===== src/rtl/usb_pkg.sv =====
// Shared USB definitions: PID codes, transmit-scheduler state encoding and
// the PID byte builder (upper nibble is the ones-complement check field).
package usb_pkg;

  localparam logic [3:0] PID_ACK   = 4'b0010;
  localparam logic [3:0] PID_NAK   = 4'b1010;
  localparam logic [3:0] PID_STALL = 4'b1110;
  localparam logic [3:0] PID_DATA0 = 4'b0011;
  localparam logic [3:0] PID_DATA1 = 4'b1011;

  typedef enum logic [2:0] {
    S_IDLE    = 3'd0,
    S_PID     = 3'd1,
    S_PAYLOAD = 3'd2,
    S_TAIL    = 3'd3,
    S_GAP     = 3'd4
  } tx_state_e;

  function automatic logic [7:0] pid_byte(input logic [3:0] pid);
    return {~pid, pid};
  endfunction

endpackage


===== src/rtl/usb_ipg_timer.sv =====
// Inter-packet gap down-counter: load_i presets 4*IPG_BITS-1, the count then
// runs down to zero and holds; expired_o is high while the count is zero.
module usb_ipg_timer #(
  parameter int unsigned IPG_BITS = 2
) (
  input  logic clk_48,
  input  logic rst_n,
  input  logic load_i,
  output logic expired_o
);

  localparam int unsigned CYCLES = 4 * IPG_BITS;
  localparam int unsigned CW     = $clog2(CYCLES);
  localparam logic [CW-1:0] LOAD_VAL = CW'(CYCLES - 1);

  logic [CW-1:0] cnt_q, cnt_d;

  // Next count: load has priority, otherwise count down and stop at zero.
  always_comb begin
    cnt_d = cnt_q;
    if (load_i)             cnt_d = LOAD_VAL;
    else if (cnt_q != '0)   cnt_d = cnt_q - 1'b1;
  end

  // Count register.
  // NOTE: sequential state uses non-blocking assignments so every flop samples
  // the pre-edge values regardless of statement order.
  always_ff @(posedge clk_48 or negedge rst_n) begin
    if (!rst_n) cnt_q <= '0;
    else        cnt_q <= cnt_d;
  end

  assign expired_o = (cnt_q == '0);

endmodule


===== src/rtl/usb_tx_sched.sv =====
// Packet sequencer ahead of the bit-level USB transmitter. Grants one of the
// handshake or data requesters, feeds PID and payload bytes on transmitter
// strobes, steers CRC16 update/append, waits out the inter-packet gap and
// pulses the matching done. Optional macro USB_TX_SCHED_ABORT_EN adds an
// abort input that truncates the packet without a CRC.
module usb_tx_sched
  import usb_pkg::*;
#(
  parameter int unsigned IPG_BITS = 2
) (
  input  logic       clk_48,
  input  logic       rst_n,
`ifdef USB_TX_SCHED_ABORT_EN
  input  logic       abort,
`endif
  input  logic       hs_req,
  input  logic [3:0] hs_pid,
  output logic       hs_done,
  input  logic       data_req,
  input  logic [3:0] data_pid,
  input  logic       data_zlp,
  input  logic [7:0] data_byte,
  input  logic       data_last,
  output logic       data_pop,
  output logic       data_done,
  output logic       busy,
  output logic       tx_transmit,
  output logic [7:0] tx_data,
  output logic       tx_update_crc16,
  output logic       tx_send_crc16,
  input  logic       tx_data_strobe,
  input  logic       tx_en
);

  tx_state_e  state_q, state_d;
  logic       grant_data_q, grant_data_d;   // 1: data packet, 0: handshake
  logic       transmit_q, transmit_d;
  logic [7:0] data_q, data_d;
  logic       send_crc_q, send_crc_d;
  logic       last_q, last_d;               // loaded byte is the final one
  logic       load_pend_q, load_pend_d;     // fetch next byte after a pop
  logic       seen_en_q, seen_en_d;         // tx_en observed high this packet
  logic       gap_load;
  logic       gap_expired;
  logic       abort_w;

`ifdef USB_TX_SCHED_ABORT_EN
  assign abort_w = abort;
`else
  assign abort_w = 1'b0;
`endif

  usb_ipg_timer #(.IPG_BITS(IPG_BITS)) u_ipg_timer (
    .clk_48   (clk_48),
    .rst_n    (rst_n),
    .load_i   (gap_load),
    .expired_o(gap_expired)
  );

  // Next-state, datapath and pulse outputs for the packet sequencer.
  always_comb begin
    // NOTE: every signal gets a default before the case so no path leaves it
    // unassigned, which would otherwise infer a latch.
    state_d      = state_q;
    grant_data_d = grant_data_q;
    transmit_d   = transmit_q;
    data_d       = data_q;
    send_crc_d   = send_crc_q;
    last_d       = last_q;
    load_pend_d  = load_pend_q;
    seen_en_d    = seen_en_q;
    gap_load     = 1'b0;
    data_pop     = 1'b0;
    hs_done      = 1'b0;
    data_done    = 1'b0;

    case (state_q)
      S_IDLE: begin
        if (!tx_en && (hs_req || data_req)) begin
          grant_data_d = !hs_req;
          data_d       = pid_byte(hs_req ? hs_pid : data_pid);
          transmit_d   = 1'b1;
          send_crc_d   = !hs_req;
          seen_en_d    = 1'b0;
          load_pend_d  = 1'b0;
          state_d      = S_PID;
        end
      end
      S_PID: begin
        seen_en_d = seen_en_q | tx_en;
        if (abort_w) begin
          transmit_d = 1'b0;
          send_crc_d = 1'b0;
          state_d    = S_TAIL;
        end else if (tx_data_strobe) begin
          if (!grant_data_q || data_zlp) begin
            transmit_d = 1'b0;
            state_d    = S_TAIL;
          end else begin
            data_d  = data_byte;
            last_d  = data_last;
            state_d = S_PAYLOAD;
          end
        end
      end
      S_PAYLOAD: begin
        seen_en_d = seen_en_q | tx_en;
        if (abort_w) begin
          transmit_d  = 1'b0;
          send_crc_d  = 1'b0;
          load_pend_d = 1'b0;
          state_d     = S_TAIL;
        end else if (tx_data_strobe) begin
          data_pop = 1'b1;
          if (last_q) begin
            transmit_d = 1'b0;
            state_d    = S_TAIL;
          end else begin
            load_pend_d = 1'b1;
          end
        end else if (load_pend_q) begin
          // Source has advanced past the popped byte by now.
          data_d      = data_byte;
          last_d      = data_last;
          load_pend_d = 1'b0;
        end
      end
      S_TAIL: begin
        seen_en_d = seen_en_q | tx_en;
        if (seen_en_q && !tx_en) begin
          gap_load   = 1'b1;
          send_crc_d = 1'b0;
          seen_en_d  = 1'b0;
          state_d    = S_GAP;
        end
      end
      S_GAP: begin
        if (gap_expired) begin
          hs_done   = !grant_data_q;
          data_done = grant_data_q;
          state_d   = S_IDLE;
        end
      end
      default: state_d = S_IDLE;
    endcase
  end

  // Sequencer state and datapath registers.
  always_ff @(posedge clk_48 or negedge rst_n) begin
    if (!rst_n) begin
      state_q      <= S_IDLE;
      grant_data_q <= 1'b0;
      transmit_q   <= 1'b0;
      data_q       <= 8'h00;
      send_crc_q   <= 1'b0;
      last_q       <= 1'b0;
      load_pend_q  <= 1'b0;
      seen_en_q    <= 1'b0;
    end else begin
      state_q      <= state_d;
      grant_data_q <= grant_data_d;
      transmit_q   <= transmit_d;
      data_q       <= data_d;
      send_crc_q   <= send_crc_d;
      last_q       <= last_d;
      load_pend_q  <= load_pend_d;
      seen_en_q    <= seen_en_d;
    end
  end

  assign busy            = (state_q != S_IDLE);
  assign tx_transmit     = transmit_q;
  assign tx_data         = data_q;
  assign tx_update_crc16 = (state_q == S_PAYLOAD);
  assign tx_send_crc16   = send_crc_q;

endmodule


===== config.mk =====
export PLATFORM = sky130hd
export DESIGN_NAME = usb_tx_sched
export DESIGN_NICKNAME = d
export VERILOG_FILES = /design/src/rtl/usb_pkg.sv /design/src/rtl/usb_ipg_timer.sv /design/src/rtl/usb_tx_sched.sv
export SDC_FILE = /design/constraint.sdc
export NUM_CORES = 1
export LEC_CHECK = 0
export ABC_AREA = 1
export BUFFER_PORTS_ARGS = -buffer_cell sky130_fd_sc_hd__clkbuf_2
export CORE_AREA = 2 2 54 56
export DETAILED_ROUTE_END_ITERATION = 6
export DIE_AREA = 0 0 56 58
export GPL_ROUTABILITY_DRIVEN = 0
export PLACE_DENSITY = 0.74
export SLEW_MARGIN = 0
export SYNTH_ARGS = -nofsm -noshare
export SYNTH_HDL_FRONTEND = slang
export SYNTH_SLANG_ARGS = --single-unit

===== constraint.sdc =====
create_clock -name clk_48 -period 3 [get_ports clk_48]
set_clock_uncertainty 0.1 [all_clocks]
set_input_delay 0.45 -clock clk_48 [delete_from_list [all_inputs] [get_ports clk_48]]
set_output_delay 0.45 -clock clk_48 [all_outputs]
set_load 0.005 [all_outputs]

==> run_results.csv <==
group,metric,value,unit
run_status,status,"finished, violations left",
run_status,violations,"negative hold slack",
global_routing,grt_pass1_vias,1141,
route,antenna_left,0,
pwr,ir_drop,0.6131,mV
yosys,synth-seq-cells,20,
yosys,netlist_instances,182,
placement,dp_slack,1.357,ns
route,via_count,1208,
setup_path,critPathKind,"flip-flop to primary output",
sta,finalSetupTns,0,ns
clock_tree,cts_hold_buf,0,
sta,setup_violations,0,
setup_path,cp_top_family,"flip-flops",
yosys,yosysSeqAreaShare,40.86,%
sta,slew_headroom,65.48,%
flow_run,maxCapViolCount,0,
finish,antenna_cells,0,
die,ioPinCount,39,
yosys,netlist_area,1225,um2
yosys,avgSynthCellArea,6.730,um2
placement,post-dp-hpwl,2.145,mm
sta,fin_ws,1.006,ns
global_routing,grt_pass1_wl,4.864,mm
pwr,p_leak,0.0009126,uW
clock_tree,clock_latency,0.30,ns
setup_path,cp_data_arrival_time,1.44,ns
finish,drive_above_1_share,22.97,%
clock_tree,cts_buffers,3,
clock_tree,clock_sinks,20,
sta,rsz0062_at_grt,"no",
sta,drv_slew,0,
setup_path,crit_slowest_cell,"dfrtp_1",
clock_tree,ctsRootBufferMaster,"clkbuf_4",
yosys,ys_async_sr_fraction,100.0,%
die,rows,19,
setup_path,worstPathRequired,2.45,ns
setup_path,critPathCaptureType,"primary output",
sta,hold_violations,18,
route,initialDrtViolationCount,40,
pwr,power_density,1104,nW/um2
setup_path,cp_max_fo,6,
clock_tree,cts_setup_buffers,0,
worst_hold_path,worst_hold_path_type,"input pin to asynchronous set/reset pin",
setup_path,max_stage_delay,0.40,ns
clock_tree,tritoncts,"done",
route,wl_per_cell,10.57,um
finish,areaGrowthSynthToFinish,21.65,%
die,start_util,46.01,%
die,dieWidth,56,um
route,wirelength,2.673,mm
sta,timing.hold.ws,-0.005467,ns
die,dieArea,3248,um2
global_routing,grt_max_degree,21,
global_routing,antenna_found_initial,0,
sta,finalCritPeriodShare,66.46,%
global_routing,grt-ovfl-total,0,
global_routing,grt_usage,18.69,%
clock_tree,ctsResizeCount,0,
yosys,synthFlopType,"dfrtp_1",
finish,nets,249,
yosys,synth_cell_types,20,
clock_tree,cts_buffer_depth,2,
die,die_h,58,um
yosys,yosysWarningCount,0,
setup_path,critPathLaunchType,"flip-flop",
yosys,synth.net_count,208,
finish,fin_util,55.97,%
setup_path,crit_chain,"inv_1, ha_1, nand2_1, nor3_1, clkbuf_2",
yosys,synth_edf_count,0,
route,drt-pass1-iter-count,4,
clock_tree,ctsHtreeMaxLevel,1,
route,drc,0,
sta,fmax,0.5015,GHz
sta,tightest_slew,0.5179,ns
setup_path,critPathBufInv,2,
placement,io_buffers,38,
clock_tree,path_clk_slew,0.12,ns
sta,fin_crit,1.994,ns
route,vias_per_cell,4.775,
die,floorplan.core_area,2663,um2
-- per-stage QoR --
step                      std cells  power (uW)  instance area, um2
final                           253        1644                1490
after floorplan                 182        1206                1225
after CTS                       253        1661                1490
after detailed placement        249        1436                1438
after global routing            253        1846                1490
after global placement          249        1421                1438
-- cells in the mapped netlist (2+ instances only) --
cell      instances  area share (%)
o211ai_1          3             1.8
ha_1              2             2.0
inv_1            14             4.3
nor2_1           17             5.2
dfrtp_1          20              41
nand3_1          15             6.1
o21bai_1          2             1.2
nor2_4            2             1.8
nand2_1          83              25
o21ai_1           6             2.5
inv_2             4             1.2
o21ai_0           5             2.0
nor3_1            2            0.82
-- logic make-up after synthesis --
kind of cell	Yosys count	share of synthesized area (%)
fa+ha+maj	2	2.043
simple gates	123	42.29
buf+inv	20	6.843
flops	20	40.86
compound gates	17	7.966
-- placed cells by master, fill, tap and decap left out --
cell	n
o21bai_1	2
nand2_2	1
nor2_1	17
inv_2	4
clkbuf_4	3
nand3_2	1
nand3_1	15
nand2_4	1
nand3b_1	1
o21ai_1	6
nor2_4	2
bufinv_16	1
ha_1	2
dfrtp_1	20
nand2_1	83
a21oi_1	1
inv_1	14
o21ai_0	5
nor3_1	2
o211ai_1	3
clkbuf_2	38
-- sequential cells by signal, summed over array words and instances, names as in the netlist --
register and count:
u_ipg_timer.cnt_q 3, seen_en_q 1, state_q 3, tx_data 8, grant_data_q 1, last_q 1
tx_send_crc16 1, tx_transmit 1, load_pend_q 1
-- final timing paths --
path,startpoint,slack [ns],to,depth (start not counted)
worst max-delay path,u_ipg_timer.cnt_q[0],1.01,hs_done,5
worst min-delay path,rst_n,-0.005,state_q[2],1
worst max register to register,state_q[2],1.47,tx_data[7],7
worst min register to register,tx_data[1],0.39,tx_data[1],2
max in group asynchronous,rst_n,2.46,u_ipg_timer.cnt_q[1],1
min in group clk_48,data_last,0.26,last_q,3
-- worst register-to-register path: stages (launching register included) --
cell     delay (ns)
dfrtp_1        0.49
nor2_4         0.19
nand2_1        0.10
nor2_1         0.24
nor2_1         0.08
nand2_2        0.15
nand2_1        0.07
nand2_1        0.06
-- where the power goes --
| group | leakage, uW | internal, uW | switching, uW |
|---|---|---|---|
| registers | 0.000247 | 405 | 103 |
| logic | 0.000637 | 336 | 577 |
| clock network | 0.0000279 | 135 | 89.3 |
-- metal layers --
layer / up-vias / wire length [um] / track usage [%]
li1: 656 / - / -
met1: 510 / 1295 / 26.74
met2: 38 / 1202 / 30.25
met3: 4 / 148 / 2.232
met4: 0 / 27 / 5.102
met5: - / 0 / 0
-- layout make-up --
class,count,area [um2]
inverters,18,67.56
multi-input cells,142,640.6
clock inverters,1,30.03
repair buffers,38,190.2
fillers,274,1172
well taps,31,38.79
clock buffers,3,22.52
flip-flops and latches,20,500.5
Power figures use the tool's default switching activity.
